==> config.mk <==
export PLATFORM = sky130hd
export DESIGN_NAME = interrupt_controller_flat
export DESIGN_NICKNAME = d
export VERILOG_FILES = /design/src/rtl/intc_pkg.sv /design/src/rtl/interrupt_controller_if.sv /design/src/rtl/intc_arbiter.sv /design/src/rtl/interrupt_controller.sv /design/src/flat_wrapper.sv
export SDC_FILE = /design/constraint.sdc
export NUM_CORES = 1
export LEC_CHECK = 0
export CORE_MARGIN = 2
export CORE_UTILIZATION = 33
export DETAILED_ROUTE_END_ITERATION = 10
export PLACE_DENSITY = 0.76
export SKIP_LAST_GASP = 1
export SYNTH_ARGS = -nofsm -noshare
export SYNTH_HDL_FRONTEND = slang
export SYNTH_SLANG_ARGS = --single-unit
==> constraint.sdc <==
create_clock -name clk -period 1.5 [get_ports clk]
set_clock_uncertainty 0.05 [all_clocks]
set_input_delay 0.15 -clock clk [delete_from_list [all_inputs] [get_ports clk]]
set_output_delay 0.15 -clock clk [all_outputs]
set_load 0.05 [all_outputs]
==> src/rtl/intc_pkg.sv <==
// rtl/intc_pkg.sv - shared FSM state type and register map for the interrupt controller.
package intc_pkg;

  typedef enum logic [1:0] {
    ST_IDLE   = 2'd0,
    ST_ASSERT = 2'd1,
    ST_GAP    = 2'd2
  } state_t;

  localparam logic [1:0] ADDR_MASK    = 2'd0;
  localparam logic [1:0] ADDR_PENDING = 2'd1;
  localparam logic [1:0] ADDR_CLAIM   = 2'd2;

endpackage

==> src/rtl/interrupt_controller_if.sv <==
// rtl/interrupt_controller_if.sv - register bus and interrupt line between CPU and controller.
interface interrupt_controller_if #(
  parameter int NUM_SRC = 4,
  parameter int ID_W    = $clog2(NUM_SRC)
);
  logic            reg_we;
  logic [1:0]      reg_addr;
  logic [31:0]     reg_wdata;
  logic [31:0]     reg_rdata;
  logic            irq;
  logic [ID_W-1:0] irq_id;

  modport master (
    output reg_we, reg_addr, reg_wdata,
    input  reg_rdata, irq, irq_id
  );

  modport slave (
    input  reg_we, reg_addr, reg_wdata,
    output reg_rdata, irq, irq_id
  );
endinterface

==> src/rtl/intc_arbiter.sv <==
// rtl/intc_arbiter.sv - combinational winner select; INTC_RR_EN selects round-robin over fixed priority.
module intc_arbiter #(
  parameter int NUM_SRC = 4,
  parameter int ID_W    = $clog2(NUM_SRC)
) (
  input  logic [NUM_SRC-1:0] req,
`ifdef INTC_RR_EN
  input  logic [ID_W-1:0]    last_id,
`endif
  output logic [ID_W-1:0]    win_id,
  output logic               valid
);

`ifdef INTC_RR_EN
  always_comb begin
    int idx;
    idx    = 0;
    win_id = '0;
    valid  = 1'b0;
    // search begins just after the previous grant and wraps around
    for (int off = 1; off <= NUM_SRC; off++) begin
      idx = (int'(last_id) + off) % NUM_SRC;
      if (!valid && req[idx]) begin
        valid  = 1'b1;
        win_id = ID_W'(idx);
      end
    end
  end
`else
  always_comb begin
    win_id = '0;
    valid  = 1'b0;
    for (int i = NUM_SRC - 1; i >= 0; i--) begin
      if (req[i]) begin
        valid  = 1'b1;
        win_id = ID_W'(i);
      end
    end
  end
`endif

endmodule

==> src/rtl/interrupt_controller.sv <==
// rtl/interrupt_controller.sv - edge-triggered interrupt controller with MASK/PENDING/CLAIM registers.
// Define INTC_RR_EN for round-robin arbitration; default build uses fixed lowest-index priority.
module interrupt_controller
  import intc_pkg::*;
#(
  parameter int NUM_SRC = 4,
  parameter int ID_W    = $clog2(NUM_SRC)
) (
  input  logic                   clk,
  input  logic                   rst,
  input  logic [NUM_SRC-1:0]     src_req,
  interrupt_controller_if.slave  bus
);

  logic [NUM_SRC-1:0] src_q;
  logic [NUM_SRC-1:0] evt_q;
  logic [NUM_SRC-1:0] mask;
  logic [NUM_SRC-1:0] pending;
  logic [NUM_SRC-1:0] pending_clr;
  logic               armed;
  state_t             state;
  logic               irq_r;
  logic [ID_W-1:0]    id_r;
  logic [ID_W-1:0]    win_id;
  logic               win_valid;
  logic               wr_mask;
  logic               wr_pending;
  logic               claim_hit;
  logic               unused_wdata;

  assign wr_mask    = bus.reg_we && (bus.reg_addr == ADDR_MASK);
  assign wr_pending = bus.reg_we && (bus.reg_addr == ADDR_PENDING);
  assign claim_hit  = bus.reg_we && (bus.reg_addr == ADDR_CLAIM) &&
                      (state == ST_ASSERT) && (bus.reg_wdata[ID_W-1:0] == id_r);
  assign unused_wdata = ^bus.reg_wdata[31:NUM_SRC];

  always_comb begin
    pending_clr = '0;
    if (wr_pending) pending_clr = bus.reg_wdata[NUM_SRC-1:0];
    if (claim_hit)  pending_clr = pending_clr | (NUM_SRC'(1) << id_r);
  end

  // armed stays low for the first cycle after reset so lines held high are not seen as edges
  always_ff @(posedge clk or negedge rst) begin
    if (!rst) begin
      src_q   <= '0;
      evt_q   <= '0;
      armed   <= 1'b0;
      mask    <= '0;
      pending <= '0;
    end else begin
      src_q   <= src_req;
      evt_q   <= armed ? (src_req & ~src_q) : '0;
      armed   <= 1'b1;
      pending <= (pending & ~pending_clr) | evt_q;
      if (wr_mask) mask <= bus.reg_wdata[NUM_SRC-1:0];
    end
  end

`ifdef INTC_RR_EN
  logic [ID_W-1:0] last_id;

  always_ff @(posedge clk or negedge rst) begin
    if (!rst)                              last_id <= ID_W'(NUM_SRC - 1);
    else if (state == ST_IDLE && win_valid) last_id <= win_id;
  end
`endif

  intc_arbiter #(.NUM_SRC(NUM_SRC), .ID_W(ID_W)) u_arbiter (
    .req     (pending & mask),
`ifdef INTC_RR_EN
    .last_id (last_id),
`endif
    .win_id  (win_id),
    .valid   (win_valid)
  );

  always_ff @(posedge clk or negedge rst) begin
    if (!rst) begin
      state <= ST_IDLE;
      irq_r <= 1'b0;
      id_r  <= '0;
    end else begin
      case (state)
        ST_IDLE: begin
          if (win_valid) begin
            state <= ST_ASSERT;
            irq_r <= 1'b1;
            id_r  <= win_id;
          end
        end
        ST_ASSERT: begin
          if (claim_hit) begin
            state <= ST_GAP;
            irq_r <= 1'b0;
          end else if (!mask[id_r]) begin
            state <= ST_IDLE;
            irq_r <= 1'b0;
          end
        end
        ST_GAP:  state <= ST_IDLE;
        default: begin
          state <= ST_IDLE;
          irq_r <= 1'b0;
        end
      endcase
    end
  end

  assign bus.irq    = irq_r;
  assign bus.irq_id = id_r;

  always_comb begin
    bus.reg_rdata = 32'h0;
    case (bus.reg_addr)
      ADDR_MASK:    bus.reg_rdata = {{(32-NUM_SRC){1'b0}}, mask};
      ADDR_PENDING: bus.reg_rdata = {{(32-NUM_SRC){1'b0}}, pending};
      ADDR_CLAIM:   bus.reg_rdata = (state == ST_ASSERT) ? {{(32-ID_W){1'b0}}, id_r} : 32'hFFFF_FFFF;
      default:      bus.reg_rdata = 32'h0;
    endcase
  end

endmodule

==> src/flat_wrapper.sv <==
// flat-port wrapper written by rule: the top's interface ports become plain ports
module interrupt_controller_flat import intc_pkg::*;
#(
  parameter int NUM_SRC = 4,
  parameter int ID_W    = $clog2(NUM_SRC)
)
  (clk, rst, src_req, bus_reg_we, bus_reg_addr, bus_reg_wdata, bus_reg_rdata, bus_irq, bus_irq_id);
  interrupt_controller_if #(.NUM_SRC(NUM_SRC), .ID_W(ID_W)) bus_i ();
  input  logic clk;
  input  logic rst;
  input  logic [NUM_SRC-1:0] src_req;
  input wire logic [$bits(bus_i.reg_we)-1:0] bus_reg_we;
  input wire logic [$bits(bus_i.reg_addr)-1:0] bus_reg_addr;
  input wire logic [$bits(bus_i.reg_wdata)-1:0] bus_reg_wdata;
  output wire logic [$bits(bus_i.reg_rdata)-1:0] bus_reg_rdata;
  output wire logic [$bits(bus_i.irq)-1:0] bus_irq;
  output wire logic [$bits(bus_i.irq_id)-1:0] bus_irq_id;
  assign bus_i.reg_we = bus_reg_we;
  assign bus_i.reg_addr = bus_reg_addr;
  assign bus_i.reg_wdata = bus_reg_wdata;
  assign bus_reg_rdata = bus_i.reg_rdata;
  assign bus_irq = bus_i.irq;
  assign bus_irq_id = bus_i.irq_id;
  interrupt_controller #(.NUM_SRC(NUM_SRC), .ID_W(ID_W)) u_core (.clk(clk), .rst(rst), .src_req(src_req), .bus(bus_i));
endmodule
==> out/results.tsv <==
metric	value	unit
sequential fraction of design power	25.5	%
top cells by area, synth	dfrtp_1 45%, buf_4 17%, mux2_2 4.6%	
count leader, synth	buf_4	
Setup Crit Path Kind	reg2out	
Worst EP arrival	1450	ps
Clock Sinks	22	
Hold-fix buffers, CTS	0	
CTS tree	done	
DR WL/cell	13.3	microns
Synth Register Bits	22	
vias in the first global route	944	
Psw	1500	uW
n_diodes	0	
critical path's slowest cell	dfrtp_1	
post-placement cell area	0.00166	sq mm
full die area	0.00420	sq mm
failing checks	setup timing	
# rows	22	
Critical Path, Cell by Cell	nand2b_4 -> buf_6 -> o211ai_1 -> o21ai_2 -> buf_12	
Finished Layout Cells	205	
Setup crit start kind	flip-flop	
worst-path maximum fanout	4	
Slew Limit Fails	0	
Worst Path Required	1300	ps
Clock Latency Late Sink	260	ps
sequential fraction of the synthesis area	45.1	%
final WL	2720	microns
initial antenna violation count	0	
largest area contributor in the netlist	dfrtp_1	
Seq. cell area	553	sq um
P_leak	0.000883	uW
Synth cell types	27	
Yosys top cell area share	45.1	%
outcome	complete, but fails checks	
chip width	64.8	microns
final hold vios	0	
internal power	1820	uW
DRC viols	0	
setup slack after layout	-148	ps
GRT overflow	0	
Num CTS Buffers	3	
Min Hold Slack	174	ps
most frequent cells after synthesis	27 x buf_4, 22 x dfrtp_1, 9 x nand2_1, 6 x nor2_1	
crit end category	output port	
DR vias/cell	4.69	
maxcap violations	0	
GR Util All Layers	13.1	%
Max Fclk	607	MHz
largest net degree at the start of global routing	23	
drt pass-1 iters	4	
I/O pins	76	
Hold Crit Class	in2async	
Post-synth EDFFs	0	
gpl congestion	0.899	
Clock Power Share	11.1	%
# fillers	306	
VDD IR max	0.000739	V
initial core utilization	33.8	%
DP Cell Count	192	
share of layout cells above drive strength 1	52.2	%
Final nets	199	
unrepaired setup endpoints after global routing	true	
Initial DRC Count	10	
DR vias	962	
Switching Fraction	45.2	%
clock tree root driver cell	clkbuf_8	
Mean Syn Cell Area	10.7	sq um
post-route minimum period	1650	ps
Final setup viols	35	
core area	0.00361	sq mm
Worst-path clk slew	80	ps
first-pass GRT wire length	4250	microns
Multi-input gate area	500	sq um
Tcrit/Tclk final	110	%
Longest Clk Path Bufs	2	
H-tree depth	1	
Gate Count Post-Synth	114	
HPWL after DPL	1980	microns
FFs w/ async S/R, synth	100	%
Synth Warn #	0	
power share of the combinational group	63.3	%
Mapped Nets	155	
PD cells	1670	mW/mm^2
Die H	64.8	microns
Area Overhead vs Synth	62.9	%
ANT nets after route	0	
predominant post-synthesis flop cell	dfrtp_1	
Mapped Area	0.00122	sq mm
crit-path max cell delay	390	ps
PortBufs	47	
Finished Cell Area	0.00199	sq mm
-- cell type report --
class	count	area share [%]
clock buffers	4	2.27
inverters	3	0.756
multi-input cells	58	25.2
flip-flops and latches	22	27.8
well taps	48	3.02
repair buffers	70	40.9
-- metal layers --
| layer | wire length [microns] | vias up | global-route usage, % |
|---|---|---|---|
| met5 | 0 | - | 0 |
| met4 | 74 | 0 | 4.79 |
| met3 | 215 | 9 | 2.26 |
| met2 | 1420 | 52 | 25.4 |
| met1 | 1000 | 456 | 13.8 |
| li1 | - | 445 | - |
-- state kept, by name (all words and copies together), names as in the netlist --
register / cells
u_core.state: 2
u_core.evt_q: 4
u_core.bus.irq_id: 2
u_core.mask: 4
u_core.bus.irq: 1
u_core.src_q: 4
u_core.armed: 1
u_core.pending: 4
-- per-stage QoR --
stage	utilization, %	setup slack, ps	setup TNS (ps)	power (uW)
5_1_grt	55.1	-217	-6140	3450
3_3_place_gp	46.1	-183	-4280	2580
6_report	55.1	-148	-3500	3320
3_5_place_dp	46.1	-245	-5110	2620
4_1_cts	52.9	-143	-3610	3210
2_1_floorplan	-	-263	-7570	2130
-- critical path: cells and delay by family, from the launching register on --
family / cells / cell delay [ps]
AO/OA/AOI/OAI: 2 / 340
AND/OR/NAND/NOR: 1 / 170
buffers and inverters: 2 / 300
flip-flops: 1 / 390
-- kinds of logic (layout without fill, tap and decap cells) --
| family | count (synthesis) | count (layout) | share of synthesized area, % |
|---|---|---|---|
| AO/OA/AOI/OAI | 16 | 16 | 9.23 |
| XOR/XNOR | 2 | 2 | 1.44 |
| buffers and inverters | 34 | 77 | 19.7 |
| flip-flops | 22 | 22 | 45.1 |
| multiplexers | 10 | 10 | 10.1 |
| other | 1 | 1 | 0.307 |
| AND/OR/NAND/NOR | 29 | 29 | 14.2 |
-- placed cells by master, fill, tap and decap left out, types with 2 or more instances in the layout --
cell / netlist / routed
a31o_1: 4 / 4
o21ai_2: 0 / 3
inv_1: 3 / 2
mux2i_1: 4 / 4
and3b_1: 3 / 3
buf_8: 0 / 6
o211ai_1: 2 / 2
clkdlybuf4s50_1: 0 / 11
clkbuf_8: 0 / 3
dfrtp_2: 0 / 2
nor2_1: 6 / 6
dfrtp_1: 22 / 20
nand2_1: 9 / 9
nand3b_1: 3 / 3
mux2_2: 5 / 5
buf_12: 0 / 8
nand2b_4: 0 / 2
buf_6: 1 / 25
buf_4: 27 / 18
o21ai_4: 0 / 2
-- path summary, 6_finish.rpt --
check / to / from / slack (ps) / depth (start not counted)
hold reg to reg: u_core.evt_q[2] / u_core.src_q[2] / 340 / 1
setup reg to reg: u_core.pending[3] / u_core.state[1] / -60 / 5
min in group clk: u_core.src_q[1] / src_req[1] / 300 / 1
max in group asynchronous: u_core.bus.irq_id[1] / rst / 990 / 2
setup / recovery: bus_reg_rdata[1] / u_core.state[1] / -150 / 5
hold / removal: u_core.evt_q[0] / rst / 170 / 2
-- timing repair --
item                                    in CTS  in global routing
gates cloned                                 1                  0
endpoints found under the setup margin      33                 38
gates resized for setup                     41                 11
pin swaps                                    5                  2
buffers inserted                             4                  6
-- power groups by stage --
stage,clock network (uW),registers [uW],logic [uW]
final,370,847,2100
after detailed placement,0,864,1750
after floorplan,0,930,1200
after CTS,379,844,1990
after global routing,403,866,2180
after global placement,0,853,1730
Note: power is estimated with default switching activity, not from simulation.
